### src/rtl/ctrl_pipe_pkg.sv
// Shared types for the control pipeline: control-word layouts, stage bubbles and
// the register-match helper used by hazard detection and forwarding.
package ctrl_pipe_pkg;

    localparam int CTRL_REG_ADDR_W = 5;

    typedef enum logic [1:0] {
        RESULT_ALU = 2'b00,
        RESULT_MEM = 2'b01,
        RESULT_PC4 = 2'b10
    } result_src_t;

    typedef enum logic [1:0] {
        FWD_RF  = 2'b00,
        FWD_WB  = 2'b01,
        FWD_MEM = 2'b10
    } fwd_sel_t;

    typedef struct packed {
        logic                       reg_write;
        result_src_t                result_src;
        logic                       mem_write;
        logic                       branch;
        logic                       jump;
        logic                       branch_neg;
        logic [2:0]                 alu_ctrl;
        logic                       alu_src;
        logic [CTRL_REG_ADDR_W-1:0] rs1;
        logic [CTRL_REG_ADDR_W-1:0] rs2;
        logic [CTRL_REG_ADDR_W-1:0] rd;
    } ctrl_word_t;

    // Later stages only carry the fields that are still consumed downstream.
    typedef struct packed {
        logic                       reg_write;
        result_src_t                result_src;
        logic                       mem_write;
        logic [CTRL_REG_ADDR_W-1:0] rd;
    } ex_mem_t;

    typedef struct packed {
        logic                       reg_write;
        result_src_t                result_src;
        logic [CTRL_REG_ADDR_W-1:0] rd;
    } mem_wb_t;

    localparam ctrl_word_t CTRL_BUBBLE   = '0;
    localparam ex_mem_t    EX_MEM_BUBBLE = '0;
    localparam mem_wb_t    MEM_WB_BUBBLE = '0;

    // A producer hits a source register only if it writes a non-x0 destination.
    function automatic logic reg_hit(
        input logic                       wr,
        input logic [CTRL_REG_ADDR_W-1:0] rd,
        input logic [CTRL_REG_ADDR_W-1:0] rs
    );
        return wr && (rd != '0) && (rd == rs);
    endfunction

endpackage

### src/rtl/control_pipeline_hazard_unit.sv
// Combinational hazard unit: load-use detection, stall/flush generation and EX
// forwarding selects. FORWARDING_EN enables forwarding; otherwise RAW hazards stall.
module hazard_unit
    import ctrl_pipe_pkg::*;
(
    input  logic                       reg_write_e,
    input  logic [1:0]                 result_src_e,
    input  logic [CTRL_REG_ADDR_W-1:0] rs1_d,
    input  logic [CTRL_REG_ADDR_W-1:0] rs2_d,
    input  logic [CTRL_REG_ADDR_W-1:0] rs1_e,
    input  logic [CTRL_REG_ADDR_W-1:0] rs2_e,
    input  logic [CTRL_REG_ADDR_W-1:0] rd_e,
    input  logic                       reg_write_m,
    input  logic [CTRL_REG_ADDR_W-1:0] rd_m,
    input  logic                       reg_write_w,
    input  logic [CTRL_REG_ADDR_W-1:0] rd_w,
    input  logic                       pc_src_e,
    output logic                       stall_f,
    output logic                       stall_d,
    output logic                       flush_d,
    output logic                       flush_e,
    output logic [1:0]                 forward_a_e,
    output logic [1:0]                 forward_b_e
);

    logic     lwstall;
    fwd_sel_t fwd_a;
    fwd_sel_t fwd_b;

`ifdef FORWARDING_EN
    logic unused_fwd_inputs;
    assign unused_fwd_inputs = reg_write_e;
`else
    logic unused_fwd_inputs;
    assign unused_fwd_inputs = ^{rs1_e, rs2_e, reg_write_w, rd_w};
`endif

    always_comb begin
        lwstall = (result_src_e == RESULT_MEM) && (rd_e != '0) &&
                  ((rd_e == rs1_d) || (rd_e == rs2_d));
        fwd_a   = FWD_RF;
        fwd_b   = FWD_RF;
`ifdef FORWARDING_EN
        // MEM holds the younger result, so it takes priority over WB.
        if (reg_hit(reg_write_m, rd_m, rs1_e)) begin
            fwd_a = FWD_MEM;
        end else if (reg_hit(reg_write_w, rd_w, rs1_e)) begin
            fwd_a = FWD_WB;
        end
        if (reg_hit(reg_write_m, rd_m, rs2_e)) begin
            fwd_b = FWD_MEM;
        end else if (reg_hit(reg_write_w, rd_w, rs2_e)) begin
            fwd_b = FWD_WB;
        end
`else
        lwstall = lwstall ||
                  reg_hit(reg_write_e, rd_e, rs1_d) || reg_hit(reg_write_e, rd_e, rs2_d) ||
                  reg_hit(reg_write_m, rd_m, rs1_d) || reg_hit(reg_write_m, rd_m, rs2_d);
`endif
        // A redirect discards the stalled instruction anyway, so the PC must not hold.
        stall_f     = lwstall && !pc_src_e;
        stall_d     = lwstall && !pc_src_e;
        flush_d     = pc_src_e;
        flush_e     = lwstall || pc_src_e;
        forward_a_e = fwd_a;
        forward_b_e = fwd_b;
    end

endmodule

### src/rtl/control_pipeline.sv
// Control-word pipeline (ID/EX, EX/MEM, MEM/WB) with EX branch resolution and hazard
// control. Define FORWARDING_EN to enable EX operand forwarding.
module control_pipeline
    import ctrl_pipe_pkg::*;
#(
    parameter int REG_ADDR_W = CTRL_REG_ADDR_W
) (
    input  logic                  clk,
    input  logic                  rst,
    input  logic                  reg_write_d,
    input  logic [1:0]            result_src_d,
    input  logic                  mem_write_d,
    input  logic                  branch_d,
    input  logic                  jump_d,
    input  logic                  branch_neg_d,
    input  logic [2:0]            alu_ctrl_d,
    input  logic                  alu_src_d,
    input  logic [REG_ADDR_W-1:0] rs1_d,
    input  logic [REG_ADDR_W-1:0] rs2_d,
    input  logic [REG_ADDR_W-1:0] rd_d,
    input  logic                  zero_e,
    output logic [2:0]            alu_ctrl_e,
    output logic                  alu_src_e,
    output logic                  pc_src_e,
    output logic                  mem_write_m,
    output logic                  reg_write_w,
    output logic [1:0]            result_src_w,
    output logic [REG_ADDR_W-1:0] rd_w,
    output logic                  stall_f,
    output logic                  stall_d,
    output logic                  flush_d,
    output logic                  flush_e,
    output logic [1:0]            forward_a_e,
    output logic [1:0]            forward_b_e
);

    ctrl_word_t id_ex_d, id_ex_q;
    ex_mem_t    ex_mem_d, ex_mem_q;
    mem_wb_t    mem_wb_d, mem_wb_q;

    always_comb begin
        id_ex_d = CTRL_BUBBLE;
        if (!flush_e) begin
            id_ex_d.reg_write  = reg_write_d;
            id_ex_d.result_src = result_src_t'(result_src_d);
            id_ex_d.mem_write  = mem_write_d;
            id_ex_d.branch     = branch_d;
            id_ex_d.jump       = jump_d;
            id_ex_d.branch_neg = branch_neg_d;
            id_ex_d.alu_ctrl   = alu_ctrl_d;
            id_ex_d.alu_src    = alu_src_d;
            id_ex_d.rs1        = rs1_d;
            id_ex_d.rs2        = rs2_d;
            id_ex_d.rd         = rd_d;
        end

        ex_mem_d            = EX_MEM_BUBBLE;
        ex_mem_d.reg_write  = id_ex_q.reg_write;
        ex_mem_d.result_src = id_ex_q.result_src;
        ex_mem_d.mem_write  = id_ex_q.mem_write;
        ex_mem_d.rd         = id_ex_q.rd;

        mem_wb_d            = MEM_WB_BUBBLE;
        mem_wb_d.reg_write  = ex_mem_q.reg_write;
        mem_wb_d.result_src = ex_mem_q.result_src;
        mem_wb_d.rd         = ex_mem_q.rd;

        pc_src_e = id_ex_q.jump ||
                   (id_ex_q.branch && (id_ex_q.branch_neg ? zero_e : !zero_e));
    end

    always_ff @(posedge clk) begin
        if (rst) begin
            id_ex_q  <= CTRL_BUBBLE;
            ex_mem_q <= EX_MEM_BUBBLE;
            mem_wb_q <= MEM_WB_BUBBLE;
        end else begin
            id_ex_q  <= id_ex_d;
            ex_mem_q <= ex_mem_d;
            mem_wb_q <= mem_wb_d;
        end
    end

    assign alu_ctrl_e   = id_ex_q.alu_ctrl;
    assign alu_src_e    = id_ex_q.alu_src;
    assign mem_write_m  = ex_mem_q.mem_write;
    assign reg_write_w  = mem_wb_q.reg_write;
    assign result_src_w = mem_wb_q.result_src;
    assign rd_w         = mem_wb_q.rd;

    hazard_unit u_hazard (
        .reg_write_e  (id_ex_q.reg_write),
        .result_src_e (id_ex_q.result_src),
        .rs1_d        (rs1_d),
        .rs2_d        (rs2_d),
        .rs1_e        (id_ex_q.rs1),
        .rs2_e        (id_ex_q.rs2),
        .rd_e         (id_ex_q.rd),
        .reg_write_m  (ex_mem_q.reg_write),
        .rd_m         (ex_mem_q.rd),
        .reg_write_w  (mem_wb_q.reg_write),
        .rd_w         (mem_wb_q.rd),
        .pc_src_e     (pc_src_e),
        .stall_f      (stall_f),
        .stall_d      (stall_d),
        .flush_d      (flush_d),
        .flush_e      (flush_e),
        .forward_a_e  (forward_a_e),
        .forward_b_e  (forward_b_e)
    );

endmodule

### config.mk
export PLATFORM = sky130hd
export DESIGN_NAME = control_pipeline
export DESIGN_NICKNAME = d
export VERILOG_FILES = /design/src/rtl/ctrl_pipe_pkg.sv /design/src/rtl/control_pipeline_hazard_unit.sv /design/src/rtl/control_pipeline.sv
export SDC_FILE = /design/constraint.sdc
export NUM_CORES = 1
export LEC_CHECK = 0
export CAP_MARGIN = 40
export CORE_ASPECT_RATIO = 0.7
export CORE_MARGIN = 4
export CORE_UTILIZATION = 39
export DETAILED_ROUTE_END_ITERATION = 8
export GPL_TIMING_DRIVEN = 1
export MAX_ROUTING_LAYER = met4
export PLACE_DENSITY = 0.83
export SLEW_MARGIN = 25
export SYNTH_ARGS = -nofsm -noshare
export SYNTH_HDL_FRONTEND = slang
export SYNTH_SLANG_ARGS = --single-unit
### constraint.sdc
create_clock -name clk -period 1.7 [get_ports clk]
set_input_delay 0.34 -clock clk [delete_from_list [all_inputs] [get_ports clk]]
set_output_delay 0.34 -clock clk [all_outputs]
set_load 0.03 [all_outputs]
==> flow_summary_export.csv <==
group,metric,value,unit
outcome,status,"complete, but fails checks",
outcome,violations,"setup timing",
detailed_routing,first_pass_iters,4,
floorplan,fp.dieH,57.43,um
timing,finalWorstSetupSlack,-372.9,ps
power_and_ir_drop,p_leak,0.8977,nW
timing,fin_hold_ws,434.7,ps
setup_path,crit_arrival,1730,ps
detailed_routing,drc,0,
timing,finClkSkew,5.289,ps
setup_path,crit_chain,"or4_4 > o22ai_4 > o22a_1 > nor2_4 > buf_6",
layout,fillers,273,
timing,post-route-period-util,121.9,%
clocking,numCtsBuffers,5,
timing,fmaxAchievable,0.4824,GHz
layout,layout_common_cells,"dfxtp_1, clkdlybuf4s50_1, xor2_1",
synthesis,syn_area_per_cell,11.25,sq um
global_routing,grt_max_degree,34,
synthesis,postSynthCellCount,121,
clocking,clkLatencyLatePin,270,ps
setup_path,crit_fanout,2,
clocking,cts_tree,"yes",
place,place_area,0.001901,sq mm
detailed_routing,initialDrtViolationCount,46,
layout,seqCellArea,664.4,sq um
min_path,hold_path.class,"flop to flop",
setup_path,crit_required,1360,ps
setup_path,critical-path-max-stage-delay,550,ps
global_routing,grtUsageMet3,5.363,%
floorplan,core_area,0.003254,sq mm
synthesis,synth_area_leaders,"dfxtp_1, xor2_1, nor2b_1",
setup_path,slowest_stage,"or4_4",
global_routing,use_met1,15.20,%
clocking,h-tree-depth,2,
floorplan,initial_core_util,41.83,%
global_routing,grt-busiest-layer,"met2",
place,post-dp-hpwl,2208,um
global_routing,grt_pass1_vias,1089,
timing,setup_viol,19,
detailed_routing,wl,2943,um
global_routing,grt_use_total,14.75,%
detailed_routing,antenna_left,0,
setup_path,critical_path_class,"flop to output port",
detailed_routing,wl_per_cell,12.96,um
timing,drv_slew,0,
flow_run,maxCapViolCount,0,
layout,final_nets,208,
detailed_routing,via_per_inst,4.304,
layout,diodes,0,
global_routing,gr-total-overflow,0,
synthesis,synth_seq_area_share,48.53,%
synthesis,yosysWarnings,0,
detailed_routing,via_count,977,
layout,fin_util,65.44,%
setup_path,crit_path_end_kind,"output port",
setup_path,critPathTopFamily,"simple AND/OR/NAND/NOR gates",
synthesis,syn-cell-area,0.001361,sq mm
power_and_ir_drop,p_per_area,882.0,mW/mm^2
synthesis,synth_top_cell_by_area,"dfxtp_1",
setup_path,crit_buf_inv,1,
setup_path,critPathLaunchType,"flop",
global_routing,use_met2,26.36,%
synthesis,yosysTopAreaCellShare,48.53,%
floorplan,die_x,78.62,um
synthesis,synth_cell_types,21,
place,post-place-ws,-506.5,ps
floorplan,boundaryPins,51,
clocking,path_clk_slew,70,ps
global_routing,grt_pass1_wl,4905,um
timing,rsz0062_at_grt,"true",
layout,stdcell_area,0.002130,sq mm
synthesis,ys_ff_latch,33,
layout,multi_input_comb_area,683.2,sq um
power_and_ir_drop,max-vdd-ir-drop,0.0005702,V
global_routing,antenna_found_initial,0,
place,io_buffers,46,
timing,setup_tns,-2021,ps
place,place_congestion,0.8320,
clocking,cts_root_buf,"clkbuf_8",
clocking,clock-sinks,33,
floorplan,num_rows,17,
clocking,cts_max_path_buffers,2,
layout,layout-drive-gt1-share,32.22,%
floorplan,dieArea,0.004515,sq mm
layout,syn2layout_area_growth,56.43,%
timing,hold_viol,0,
timing,finalCriticalPeriod,2073,ps
## final timing paths
| check | from | to | slack (ps) | cells past startpoint |
|---|---|---|---|---|
| worst min-delay path | ex_mem_q[7] | result_src_w[1] | 430 | 1 |
| worst max-delay path | ex_mem_d[0] | stall_d | -370 | 5 |
| worst min register to register | ex_mem_q[7] | result_src_w[1] | 430 | 1 |
| worst max register to register | ex_mem_q[0] | id_ex_q[19] | -80 | 7 |
## layout make-up
cell class,instances,share of cell area (%)
repair buffers,61,29.02
clock buffers,7,4.524
inverters,1,0.1763
flip-flops and latches,33,31.20
multi-input cells,77,32.08
clock inverters,1,0.2350
well taps,47,2.761
## flip-flops by register name, summed over array words and instances, names as in the netlist
name,count
ex_mem_d,9
ex_mem_q,8
rd_w,5
alu_ctrl_e,3
id_ex_q,3
result_src_w,2
alu_src_e,1
mem_write_m,1
reg_write_w,1
## cell usage after synthesis, drive strengths merged
master / count
or4: 2
conb: 1
nor3b: 16
nor2b: 18
clkbuf: 3
o21ai: 1
a22oi: 2
inv: 1
nor2: 5
a21oi: 1
xnor2: 1
buf: 10
o221ai: 1
xor2: 20
o22a: 1
o22ai: 1
nor3: 4
dfxtp: 33
## per-layer routing
layer | up-vias | wire length, um | share of wire, %
li1 | 499 | - | -
met1 | 435 | 1159 | 39
met2 | 41 | 1494 | 51
met3 | 2 | 280 | 9.5
met4 | 0 | 8 | 0.27
met5 | - | 0 | 0
## metrics by stage
stage                     instances  power (mW)
after floorplan                 124       1.075
after global placement          216       1.207
after detailed placement        216       1.218
after CTS                       227       1.900
after global routing            227       1.967
final                           227       1.878
## cells by family after synthesis
family,count (synthesis),synth area share [%]
xor gates and xnor gates,21,13.51
AOI/OAI and AO/OA,7,6.158
DFF,33,48.53
buffers and inverters,14,6.893
other,1,0.2755
and+or+nand+nor,45,24.63
## what timing repair did
action                     CTS  global route
setup endpoints to repair   21            21
pin swaps                   19             6
hold buffers                 0             0
buffers inserted             2             0
resized for setup           31             4
cloned                       1             0
## report_power, final
| part | internal, mW | leakage [nW] | switching (mW) |
|---|---|---|---|
| clock network | 0.365 | 0.0542 | 0.258 |
| logic | 0.220 | 0.571 | 0.195 |
| registers | 0.816 | 0.272 | 0.0235 |
| total | 1.40 | 0.898 | 0.476 |
Note: power is estimated with default switching activity, not from simulation.
